$ cat src/rtl/alu_share_arbiter.sv
// Round-robin arbiter sharing one combinational ALU between the EX issue port (0)
// and the self-test/debug port (1); one op in flight, tagged response channel.
module alu_share_arbiter #(
   parameter int unsigned EXEC_CYCLES = 1,
   parameter int unsigned CNT_W       = 4
) (
   input  logic        clk,
   input  logic        rst,
   input  logic        req0_valid,
   output logic        req0_ready,
   input  logic [31:0] req0_instruction,
   input  logic [31:0] req0_regA,
   input  logic [31:0] req0_regB,
   input  logic        req1_valid,
   output logic        req1_ready,
   input  logic [31:0] req1_instruction,
   input  logic [31:0] req1_regA,
   input  logic [31:0] req1_regB,
   output logic [31:0] alu_instruction,
   output logic [31:0] alu_regA,
   output logic [31:0] alu_regB,
   input  logic [31:0] alu_result,
   input  logic [2:0]  alu_flags,
   output logic        rsp_valid,
   input  logic        rsp_ready,
   output logic        rsp_id,
   output logic [31:0] rsp_result,
   output logic [2:0]  rsp_flags,
   output logic        busy
);

   typedef enum logic [1:0] {
      IDLE = 2'd0,
      EXEC = 2'd1,
      RESP = 2'd2
   } state_t;

   localparam logic [CNT_W-1:0] CNT_LOAD = CNT_W'(EXEC_CYCLES - 1);
   localparam logic [CNT_W-1:0] CNT_ONE  = CNT_W'(1);
   localparam logic [CNT_W-1:0] CNT_ZERO = CNT_W'(0);

   state_t            state_q;
   logic              rr_ptr_q;
   logic [CNT_W-1:0]  cnt_q;
   logic [31:0]       alu_instr_q;
   logic [31:0]       alu_a_q;
   logic [31:0]       alu_b_q;
   logic [31:0]       rsp_result_q;
   logic [2:0]        rsp_flags_q;
   logic              rsp_valid_q;
   logic              rsp_id_q;
   logic              busy_q;

   logic              grant_any_d;
   logic              grant_id_d;
   logic [31:0]       instr_d;
   logic [31:0]       a_d;
   logic [31:0]       b_d;

   // Grant decision: only in IDLE and never while reset is being applied
   always_comb begin
      grant_any_d = 1'b0;
      grant_id_d  = 1'b0;
      if (!rst && state_q == IDLE) begin
         if (req0_valid && req1_valid) begin
            grant_any_d = 1'b1;
            grant_id_d  = rr_ptr_q;
         end else if (req1_valid) begin
            grant_any_d = 1'b1;
            grant_id_d  = 1'b1;
         end else if (req0_valid) begin
            grant_any_d = 1'b1;
            grant_id_d  = 1'b0;
         end else begin
            grant_any_d = 1'b0;
         end
      end else begin
         grant_any_d = 1'b0;
      end
      if (grant_id_d) begin
         instr_d = req1_instruction;
         a_d     = req1_regA;
         b_d     = req1_regB;
      end else begin
         instr_d = req0_instruction;
         a_d     = req0_regA;
         b_d     = req0_regB;
      end
   end

   assign req0_ready = grant_any_d && !grant_id_d;
   assign req1_ready = grant_any_d &&  grant_id_d;

   // Control FSM with registered ALU launch and response outputs
   always_ff @(posedge clk) begin
      if (rst) begin
         state_q      <= IDLE;
         rr_ptr_q     <= 1'b0;
         cnt_q        <= CNT_ZERO;
         alu_instr_q  <= 32'h0;
         alu_a_q      <= 32'h0;
         alu_b_q      <= 32'h0;
         rsp_result_q <= 32'h0;
         rsp_flags_q  <= 3'b000;
         rsp_valid_q  <= 1'b0;
         rsp_id_q     <= 1'b0;
         busy_q       <= 1'b0;
      end else begin
         case (state_q)
            IDLE: begin
               if (grant_any_d) begin
                  alu_instr_q <= instr_d;
                  alu_a_q     <= a_d;
                  alu_b_q     <= b_d;
                  rr_ptr_q    <= ~grant_id_d;
                  rsp_id_q    <= grant_id_d;
                  cnt_q       <= CNT_LOAD;
                  busy_q      <= 1'b1;
                  state_q     <= EXEC;
               end else begin
                  state_q     <= IDLE;
               end
            end
            EXEC: begin
               // Counter reaching zero means the ALU has settled for EXEC_CYCLES cycles
               if (cnt_q == CNT_ZERO) begin
                  rsp_result_q <= alu_result;
                  rsp_flags_q  <= alu_flags;
                  rsp_valid_q  <= 1'b1;
                  state_q      <= RESP;
               end else begin
                  cnt_q        <= cnt_q - CNT_ONE;
               end
            end
            RESP: begin
               if (rsp_ready) begin
                  rsp_valid_q <= 1'b0;
                  busy_q      <= 1'b0;
                  state_q     <= IDLE;
               end else begin
                  state_q     <= RESP;
               end
            end
            default: begin
               rsp_valid_q <= 1'b0;
               busy_q      <= 1'b0;
               state_q     <= IDLE;
            end
         endcase
      end
   end

   assign alu_instruction = alu_instr_q;
   assign alu_regA        = alu_a_q;
   assign alu_regB        = alu_b_q;
   assign rsp_valid       = rsp_valid_q;
   assign rsp_id          = rsp_id_q;
   assign rsp_result      = rsp_result_q;
   assign rsp_flags       = rsp_flags_q;
   assign busy            = busy_q;

endmodule

$ cat config.mk
export PLATFORM = sky130hd
export DESIGN_NAME = alu_share_arbiter
export DESIGN_NICKNAME = d
export VERILOG_FILES = /design/src/rtl/alu_share_arbiter.sv
export SDC_FILE = /design/constraint.sdc
export NUM_CORES = 1
export LEC_CHECK = 0
export ABC_AREA = 1
export BUFFER_PORTS_ARGS = -buffer_cell sky130_fd_sc_hd__buf_2
export CORE_AREA = 3 3 142 144
export DETAILED_ROUTE_END_ITERATION = 10
export DIE_AREA = 0 0 145 147
export PLACE_DENSITY = 0.65
export RECOVER_POWER = 50
export SLEW_MARGIN = 20
export SYNTH_ARGS = -nofsm -noshare
export SYNTH_HDL_FRONTEND = slang
export SYNTH_SLANG_ARGS = --single-unit
$ cat constraint.sdc
create_clock -name clk -period 1.2 [get_ports clk]
set_input_delay 0.24 -clock clk [delete_from_list [all_inputs] [get_ports clk]]
set_output_delay 0.24 -clock clk [all_outputs]
set_load 0.1 [all_outputs]
==> summary.md, run 1 <==
| Metric | Value |
|---|---|
| Num CTS Buffers | `17` |
| Synth area leaders | `dfxtp_1 45%, nor2_1 18%, nand2_1 8.7%, nand3_1 8.2%, o21ai_0 5.9%` |
| # fillers | `1,438` |
| Ys async rst share | `0` |
| Comb power frac | `0.442` |
| Crit-path slowest cell | `dfxtp_2` |
| Yosys reg bits | `141` |
| DR vias | `7,818` |
| Clock share of power | `0.271` |
| Share of layout cells above drive strength 1 | `0.5388` |
| Post-DP Area | `0.01096 mm2` |
| Clk_lat worst skew | `0.42 ns` |
| Top cell type by total area after synthesis | `dfxtp_1` |
| Leakage | `6.225 nW` |
| Pin count of the biggest net entering global routing | `58` |
| Netlist cell types | `20` |
| Int Power | `11.95 mW` |
| Max-slew violations | `0` |
| Share of the synthesized area in the top cell type | `0.4469` |
| Worst hold path type | `primary input to flip-flop` |
| Sequential power share | `0.287` |
| Setup TNS | `-41.03 ns` |
| Worst r2r src | `state_q[0]` |
| Total gr overflow | `0` |
| Final period util | `1.353` |
| Root buffer cell | `clkbuf_16` |
| Cell row count | `50` |
| Placer Congestion | `0.8487` |
| Detailed Place HPWL | `17,650 um` |
| Via density | `between 4 and 5` |
| Slew @ Worst Pin | `0.5469 ns` |
| Min Tclk post-route | `1.623 ns` |
| WL/cell | `15.89 um` |
| Number of top-level pins | `368` |
| Setup WS post-layout | `-0.4233 ns` |
| Top cell family by delay on the critical path | `flip-flops` |
| Startpoint types | `flip-flop` |
| Final wirelength | `26,650 um` |
| Seq/Total Area, Yosys | `0.4469` |
| Area growth syn-to-layout | `106.1%` |
| Die ar. | `~0.021 mm2` |
| NumNets Final | `~1,600` |
| Switch Pwr | `8.237 mW` |
| FF+latch area | `0.003052 mm2` |
| Core area | `0.01883 mm2` |
| CP Capture Type | `output port` |
| Initial antenna violation count | `3` |
| Overall routing resource usage | `0.2304` |
| # port buffers | `about 370` |
| Fmax achieved | `616.0 MHz` |
| R2R Setup Slk | `-0.42 ns` |
| Crit Path Max Fanout | `2` |
| Slew headroom | `0.6354` |
| Crit path kind | `flip-flop to output port` |
| Final setup vio count | `152` |
| Max Root-Sink Buffers | `2` |
| Failing checks | `negative setup slack` |
| Buffers and inverters on the worst path | `2` |
| Setup crit start | `state_q[0]` |
| List of most frequent post-synthesis cells | `299 x nor2_1, 146 x nand2_1, 141 x dfxtp_1` |
| Syn Std Cell Area | `0.006316 mm2` |
| Max cap viols | `0` |
| Peak supply drop | `1.046 mV` |
| DP Cell Count | `approximately 1,600` |
| Worst Skew | `0.01135 ns` |
| Run status | `complete, but fails checks` |
| Fin area | `0.01302 mm2` |
| Most frequent CP cell | `nor2_4` |
| Drt first-iter violations | `432` |
| Hold Startpoint | `alu_result[1]` |
| Final hold violations | `0` |
| Crit path arrival time | `1.38 ns` |
| Initial Util | `0.3354` |
| Power Density | `1550 mW/mm2` |
| Cell Count, Final, Fillers Out | `between 1,500 and 2,000` |
| First-pass GRT wire length | `39,850 um` |
| Final ANT Viol Nets | `0` |
| Syn nets | `1,187` |
| Switching share of power | `0.4081` |
| Critical path, cell by cell | `nor2_4 -> nand2_4 -> buf_6 -> nor2_4 -> buf_12` |
| DRT Pass-1 Iters | `5` |
| Synthesized instance count | `953` |
| Top-count cell post-synth | `nor2_1` |
| Reg clk slew, reported paths | `0.07 ns` |
| Number of global-route vias before repair | `between 7,000 and 8,000` |
| Die Y | `147 um` |
| Primary FF master, synth | `dfxtp_1` |
| Crit-path max cell delay | `~0.34 ns` |
| Worst EP required | `around 0.96 ns` |
| Multi-input combinational cell area | `0.003262 mm2` |
| # clock sinks | `141` |
| Synth Area per Inst | `roughly 6.6 um2` |
| Detailed-route DRC error count | `0` |
| RSZ-0062 raised after global routing | `yes` |
| Syn. warnings | `0` |
| CTS tree | `yes` |
| Post-synth EDFFs | `0` |
| Die width | `145 um` |
| Place WS | `-0.2337 ns` |
| H-tree depth | `4` |
[what timing repair did]
| action | CTS | global route |
|---|---|---|
| setup endpoints to repair | 265 | 277 |
| resized for setup | 102 | 107 |
| hold buffers | 0 | 0 |
| cloned | 14 | 1 |
| pin swaps | 39 | 83 |
| buffers inserted | 28 | 29 |
[placed cells by master (no fill, tap or decap), drive strengths merged, types with 2 or more instances in the layout]
cell type and n:
a21oi 6, o21ai 107, nor2 307, nand2 148, bufinv 2, dfxtp 141
nand3 104, inv 87, clkinvlp 3, buf 486, clkinv 4, ha 2
bufbuf 2, clkbuf 17
[state kept, by name, indices dropped and copies added (netlist names), 2 cells and up]
name / cells
state_q: 2
alu_instruction: 32
cnt_q: 4
rsp_flags: 3
alu_regA: 32
alu_regB: 32
rsp_result: 32
[tightest hold or removal path, delay by kind of cell]
family / cells / cell delay [ns]
buffers and inverters: 1 / 0.09
and+or+nand+nor: 2 / 0.10
[path summary, 6_finish.rpt]
path / end / cells after the start
hold / removal: rsp_result[1] / 3
setup reg to reg: alu_instruction[16] / 8
hold reg to reg: alu_instruction[17] / 2
setup / recovery: req1_ready / 5
[stage by stage]
| stage | total power [mW] | hold WS, ns | util |
|---|---|---|---|
| 6_report | 20.18 | 0.03740 | 0.6914 |
| 5_1_grt | 20.92 | 0.03391 | 0.6914 |
| 4_1_cts | 19.93 | 0.01116 | 0.6637 |
| 3_5_place_dp | 13.63 | 0.4673 | 0.5821 |
| 3_3_place_gp | 13.57 | 0.4611 | 0.5821 |
| 2_1_floorplan | 10.44 | 0.3748 | - |
[per-layer routing]
layer | GRT usage | wire length [um] | vias up
met4 | 0.08456 | 755 | 4
met5 | 0 | 29 | -
li1 | - | - | 3883
met3 | 0.05614 | 1616 | 51
met2 | 0.4077 | 13890 | 285
met1 | 0.2720 | 10360 | 3595
[power by group through the flow]
stage                     clock network (mW)  logic [mW]  registers (mW)
final                                   5.46        8.92            5.80
after global routing                    5.76        9.31            5.85
after detailed placement                   0        7.74            5.89
after CTS                               5.57        8.57            5.78
after floorplan                            0        1.48            8.96
after global placement                     0        7.71            5.86
[cells by family after synthesis]
kind of cell	Yosys count	share of synthesized area
and+or+nand+nor	558	0.3613
DFF	141	0.4469
buffers and inverters	139	0.09647
AOI/OAI and AO/OA	113	0.09132
adders and majority gates	2	0.003961
[area by class of cell]
| class | instances | area share |
|---|---|---|
| repair buffers | 488 | 0.4155 |
| repair inverters | 2 | 0.003844 |
| diodes | 1 | 0.0001922 |
| clock buffers | 17 | 0.03268 |
| inverters | 79 | 0.02441 |
| multi-input cells | 674 | 0.2506 |
| well taps | 260 | 0.02499 |
| flip-flops and latches | 141 | 0.2344 |
| clock inverters | 15 | 0.01346 |
Note: power is estimated with default switching activity, not from simulation.
==> run 2: changes to the inputs <==
--- a/config.mk
+++ b/config.mk
@@ -5,12 +5,13 @@
 export SDC_FILE = /design/constraint.sdc
 export NUM_CORES = 1
 export LEC_CHECK = 0
-export ABC_AREA = 1
+export ABC_AREA = 0
 export BUFFER_PORTS_ARGS = -buffer_cell sky130_fd_sc_hd__buf_2
-export CORE_AREA = 3 3 142 144
+export CORE_AREA = 3 3 143 145
 export DETAILED_ROUTE_END_ITERATION = 10
-export DIE_AREA = 0 0 145 147
-export PLACE_DENSITY = 0.65
+export DIE_AREA = 0 0 146 148
+export HOLD_SLACK_MARGIN = 0.02
+export PLACE_DENSITY = 0.59
 export RECOVER_POWER = 50
 export SLEW_MARGIN = 20
 export SYNTH_ARGS = -nofsm -noshare
==> run 2 against run 1 <==
Against the previous run: the flow still finishes with violations (negative setup slack); clock skew fell by 0.0053 ns; final cell count fell by 17%; final area fell by 3.8%; core utilization shrank 4.3 points; clock power up 1%; global-route usage down 2.2 points; critical path type unchanged.
==> summary.md, run 2 <==
| Metric | Value |
|---|---|
| Run status | `complete, but fails checks` |
| Failing checks | `negative setup slack` |
| Syn nets | `870` |
| Die width | `~150 um` |
| Detailed-route DRC error count | `0` |
| Final wirelength | `~24,000 um` |
| CP Capture Type | `output port` |
| Max cap viols | `0` |
| Slew @ Worst Pin | `0.5764 ns` |
| Synth area leaders | `dfxtp_1 52%, nand2_1 14%, a22oi_1 8.4%, nand3b_1 5.0%, o22ai_1 3.8%` |
| Min Tclk post-route | `around 1.7 ns` |
| Reg2reg path depth | `7` |
| RSZ-0062 raised after global routing | `yes` |
| List of most frequent post-synthesis cells | `198 x nand2_1, 141 x dfxtp_1, 61 x a22oi_1` |
| Simple-Gate Fraction of Synth Area | `0.2111` |
| Drt first-iter violations | `193` |
| Hold path cells | `3` |
| Final ANT Viol Nets | `0` |
| Comb power frac | `0.550` |
| Yosys reg bits | `141` |
| Synth Area in XOR/XNOR | `0.001610` |
| Share of the synthesized area in the top cell type | `0.5187` |
| Slew headroom | `0.6157` |
| WL/cell | `17.20 um` |
| Startpoint types | `flip-flop` |
| Seq/Total Area, Yosys | `0.5187` |
| Worst hold path type | `primary input to flip-flop` |
| Synth Area per Inst | `8.556 um2` |
| Num CTS Buffers | `17` |
| Final period util | `1.409` |
| Number of global-route vias before repair | `6,654` |
| Via density | `4.667` |
| Fmax achieved | `591.2 MHz` |
| Reg clk slew, reported paths | `0.06 ns` |
| Initial Util | `0.2814` |
| Initial antenna violation count | `4` |
| Final setup vio count | `146` |
| Syn. warnings | `0` |
| Post-synth EDFFs | `0` |
| Area growth syn-to-layout | `130.2%` |
| Ys async rst share | `0` |
| Root buffer cell | `clkbuf_16` |
| Pin count of the biggest net entering global routing | `54` |
| CTS tree | `yes` |
| Detailed Place HPWL | `15,080 um` |
| Most frequent cells in the layout | `231 x buf_2, 150 x nand2_1, 145 x buf_12` |
| Adder-cell share of the synthesized area | `0.004599` |
| Switching share of power | `0.4405` |
| Primary FF master, synth | `dfxtp_1` |
| Cell row count | `51` |
| NumNets Final | `1,352` |
| Die Y | `148 um` |
| Peak supply drop | `1.249 mV` |
| Setup WS post-layout | `-0.4914 ns` |
| Synthesized instance count | `636` |
| WHS | `between 0.04 and 0.05 ns` |
| Crit path arrival time | `approximately 1.5 ns` |
| Number of top-level pins | `368` |
| Core area | `0.01933 mm2` |
| Power Density | `2190 mW/mm2` |
| Crit path kind | `flip-flop to output port` |
| DR vias | `between 6,000 and 7,000` |
| # clock sinks | `141` |
| Overall routing resource usage | `0.2081` |
| Crit Path Max Fanout | `2` |
| Place WS | `-0.2560 ns` |
| Most common cell after layout, fill and taps aside | `buf_2` |
| DRT Pass-1 Iters | `6` |
| First-pass GRT wire length | `35,760 um` |
| Sequential power share | `0.248` |
| Fin area | `0.01253 mm2` |
| Worst Skew | `0.006062 ns` |
| Mux share of post-synthesis cell area | `0.007358` |
| Share of layout cells above drive strength 1 | `0.6578` |
| Clk_lat worst skew | `0.41 ns` |
| Synth Area in Compound Gates | `0.2019` |
| Top cell type by total area after synthesis | `dfxtp_1` |
| Syn Std Cell Area | `0.005441 mm2` |
| Top-count cell post-synth | `nand2_1` |
| Total gr overflow | `0` |
| # port buffers | `roughly 370` |
| Max Root-Sink Buffers | `2` |
| Placer Congestion | `0.7755` |
| Worst EP required | `0.96 ns` |
| Die ar. | `0.02161 mm2` |
| Clock share of power | `0.202` |
| Post-DP Area | `between 0.01 and 0.015 mm2` |
| Final hold violations | `0` |
| Netlist cell types | `35` |
| Int Power | `15.35 mW` |
| H-tree depth | `4` |
| Switch Pwr | `12.08 mW` |
| Largest family of logic cells by synthesized area | `simple AND/OR/NAND/NOR gates` |
| Leakage | `approximately 5.5 nW` |
| Max-slew violations | `0` |
run 2: cell types whose count changed after synthesis, moves of 36 or more:
| cell | before | now |
|---|---|---|
| nor2_1 | 299 | 9 |
| nand3_1 | 103 | 0 |
| inv_1 | 74 | 4 |
| o21ai_0 | 74 | 4 |
| a22oi_1 | 0 | 61 |
| nand2_1 | 146 | 198 |
| nand3b_1 | 0 | 36 |
run 2: final timing paths:
path,from,endpoint,slack [ns]
worst max register to register,state_q[0],alu_instruction[1],-0.42
worst min register to register,rsp_result[3],rsp_result[3],0.47
worst min-delay path,req1_regA[4],alu_regA[4],0.05
worst max-delay path,state_q[0],req1_ready,-0.49
run 2: cell families (layout without fill, tap and decap cells):
family          after synthesis  after routing
xor+xnor                      1              1
other cells                   0              2
flops                       141            141
simple gates                258            258
compound gates              176            176
fa+ha+maj                     2              2
mux                           4              4
buf+inv                      54            546
run 2: cell type report:
cell class                      instances  area (um2)
Sequential cell                       141        3055
Multi-Input combinational cell        441        2910
Antenna cell                            2       5.005
Clock inverter                         11       170.2
Timing Repair Buffer                  513        5600
Inverter                                4       15.01
Clock buffer                           18       439.2
Fill cell                            1482        6808
Tap cell                              265       331.6
run 2: power by group through the flow:
stage / clock [mW] / sequential (mW) / combinational, mW
2_1_floorplan: 0 / 12.2 / 2.12
3_3_place_gp: 0 / 6.67 / 12.7
3_5_place_dp: 0 / 6.71 / 12.8
4_1_cts: 5.67 / 6.70 / 14.2
5_1_grt: 5.89 / 6.91 / 15.6
6_report: 5.54 / 6.81 / 15.1
run 2: layer usage:
metal,GRT usage,up-vias,part of all wire
li1,-,3176,-
met1,0.2292,3011,0.38
met2,0.3740,272,0.52
met3,0.06744,48,0.069
met4,0.07902,4,0.025
met5,0,-,0.00067
run 2: stage by stage:
step	cells	utilization	TNS, ns	power [mW]
CTS	1382	0.6166	-46.53	26.57
floorplan	636	-	-6.276	14.37
global placement	1263	0.5193	-26.25	19.37
finish	1395	0.6479	-43.46	27.43
global route	1395	0.6479	-60.50	28.43
detailed placement	1263	0.5193	-29.54	19.48
run 2: what timing repair did:
item,in CTS,in global routing
setup buffers,20,10
cloned,13,7
hold endpoints to repair,57,0
endpoints found under the setup margin,243,277
pin swaps,7,66
hold buffers,57,0
gates resized for setup,91,153
run 2: critical path, cell delays in order (launching register included):
cell	delay (ns)
dfxtp_4	0.35
nor3_4	0.18
buf_4	0.15
o211a_4	0.18
buf_12	0.17
==> run 3: changes to the inputs <==
--- a/config.mk
+++ b/config.mk
@@ -13,6 +13,7 @@
 export HOLD_SLACK_MARGIN = 0.02
 export PLACE_DENSITY = 0.59
 export RECOVER_POWER = 50
+export SETUP_SLACK_MARGIN = 0.05
 export SLEW_MARGIN = 20
 export SYNTH_ARGS = -nofsm -noshare
 export SYNTH_HDL_FRONTEND = slang
==> run 3 against run 2 <==
Against the previous run: register-to-register slack lost 0.09 ns; wire length grew 18%; global-route usage grew 1.1 points; die area is the same; core utilization grew 7.3 points; critical path depth is the same; sequential share of layout area shrank 2.0 points; the flow still finishes with violations (negative setup slack); clock skew grew 0.0055 ns; final area grew 11%; largest power group unchanged; highest routed layer is now met4.
==> summary.md, run 3 (synthesis results as in run 2) <==
| Metric | Value |
|---|---|
| Failing checks | `negative setup slack` |
| Reg2reg path depth | `10` |
| DP Cell Count | `1,269` |
| Detailed Place HPWL | `roughly 16,000 um` |
| Detailed-route DRC error count | `0` |
| Sequential power share | `0.237` |
| Clk_lat worst skew | `0.42 ns` |
| FF+latch area | `0.003122 mm2` |
| Peak supply drop | `1.175 mV` |
| Run status | `complete, but fails checks` |
| Number of global-route vias before repair | `6,815` |
| CTS tree | `yes` |
| Startpoint types | `flip-flop` |
| First-pass GRT wire length | `37,440 um` |
| Max cap viols | `0` |
| Initial Util | `0.2814` |
| Area growth syn-to-layout | `156.0%` |
| Int Power | `15.85 mW` |
| DRT Pass-1 Iters | `4` |
| Reg clk slew, reported paths | `0.06 ns` |
| Final ANT Viol Nets | `0` |
| Pin count of the biggest net entering global routing | `67` |
| RSZ-0062 raised after global routing | `yes` |
| # fillers | `1,244` |
| Worst r2r src | `rr_ptr_q` |
| WL/cell | `19.44 um` |
| Initial antenna violation count | `3` |
| Hold Startpoint | `req1_regB[16]` |
| Max-slew violations | `0` |
| Finished Core Util | `0.7204` |
| # clock sinks | `141` |
| CP Capture Type | `output port` |
| Most frequent cells in the layout | `231 x buf_2, 165 x buf_12, 134 x nand2_1` |
| Most common cell after layout, fill and taps aside | `buf_2` |
| Worst EP required | `0.96 ns` |
| Crit path arrival time | `~1.5 ns` |
| Core area | `0.01933 mm2` |
| Multi-input combinational cell area | `0.003491 mm2` |
| Max Root-Sink Buffers | `2` |
| Slew headroom | `0.7380` |
| H-tree depth | `4` |
| Leakage | `6.102 nW` |
| Fmax achieved | `slightly below 600 MHz` |
| Die width | `between 100 and 150 um` |
| Final setup vio count | `168` |
| # port buffers | `367` |
| Worst hold path type | `primary input to flip-flop` |
| Crit path kind | `flip-flop to output port` |
| Final hold violations | `0` |
| Total gr overflow | `0` |
| Final wirelength | `28,380 um` |
| Slew @ Worst Pin | `0.3930 ns` |
| Clock share of power | `0.184` |
| Via density | `just under 5` |
| Crit Path Max Fanout | `3` |
| NumNets Final | `1,413` |
| R2R Setup Slk | `-0.51 ns` |
| Setup WS post-layout | `-0.5125 ns` |
| Root buffer cell | `clkbuf_16` |
| Number of top-level pins | `368` |
| Worst Skew | `0.01152 ns` |
| Die ar. | `0.02161 mm2` |
| Drt first-iter violations | `200` |
| Overall routing resource usage | `0.2194` |
| Final period util | `1.427` |
| Switching share of power | `0.4529` |
| DR vias | `7,074` |
| Placer Congestion | `between 0.7 and 0.8` |
| Comb power frac | `0.579` |
| Die Y | `between 100 and 150 um` |
| Min Tclk post-route | `1.713 ns` |
| Share of layout cells above drive strength 1 | `0.7617` |
| Cell Count, Final, Fillers Out | `1,460` |
| Cell row count | `51` |
| Switch Pwr | `13.12 mW` |
| R2r endpoint | `alu_regB[26]` |
| Hold path cells | `3` |
| Num CTS Buffers | `17` |
| Setup TNS | `-46.46 ns` |
| Final Total Pwr | `28.97 mW` |
| Worst Hold End | `alu_regB[16]` |
| Power Density | `between 2000 and 2500 mW/mm2` |
[run 3: final cells by class]
| type | count | area share |
|---|---|---|
| Timing Repair Buffer | 574 | 0.4580 |
| Sequential cell | 141 | 0.2241 |
| Clock buffer | 19 | 0.03252 |
| Clock inverter | 13 | 0.009342 |
| Multi-Input combinational cell | 441 | 0.2506 |
| Antenna cell | 3 | 0.0005389 |
| Inverter | 4 | 0.001078 |
| Tap cell | 265 | 0.02380 |
[run 3: how the worst max path moves through the flow]
stage | to | start | cells after the start | slack [ns]
2_1_floorplan | rsp_result[10] | cnt_q[0] | 8 | -0.10
3_3_place_gp | alu_regB[1] | req1_valid | 6 | -0.26
3_5_place_dp | alu_regB[3] | rst | 7 | -0.30
4_1_cts | req0_ready | state_q[1] | 4 | -0.56
5_1_grt | req1_ready | state_q[0] | 4 | -0.56
6_report | req0_ready | state_q[0] | 4 | -0.51
[run 3: metal layers]
layer	routed length, um	track usage	vias up
li1	-	-	3309
met3	2035	0.06867	66
met5	0	0	-
met4	935	0.07761	0
met2	15200	0.3924	319
met1	10210	0.2473	3380
[run 3: worst max-delay path, cell delays in order, from the launching register on]
cell	delay [ns]
dfxtp_2	0.34
nor3_4	0.22
and3_4	0.24
buf_12	0.11
buf_16	0.16
[run 3: power groups by stage]
stage	combinational, mW	sequential [mW]	clock [mW]
after floorplan	2.19	12.3	0
after global placement	12.9	6.73	0
after detailed placement	13.0	6.78	0
after CTS	15.0	6.72	5.42
after global routing	17.3	6.94	5.64
final	16.8	6.86	5.33
[run 3: what timing repair did]
item	in CTS	in global routing
endpoints found under the setup margin	276	277
buffers inserted	17	73
gates cloned	14	9
resized for setup	119	258
endpoints found under the hold margin	48	1
pin swaps	30	133
hold buffers	48	1
[run 3: metrics by stage]
step | instance area, um2 | hold WS (ns) | setup WS [ns]
2_1_floorplan | 5868 | 0.3389 | -0.1010
3_3_place_gp | 10260 | 0.4253 | -0.2594
3_5_place_dp | 10260 | 0.4282 | -0.3027
4_1_cts | 12250 | 0.02297 | -0.5600
5_1_grt | 13930 | 0.02982 | -0.5617
6_report | 13930 | 0.04219 | -0.5125
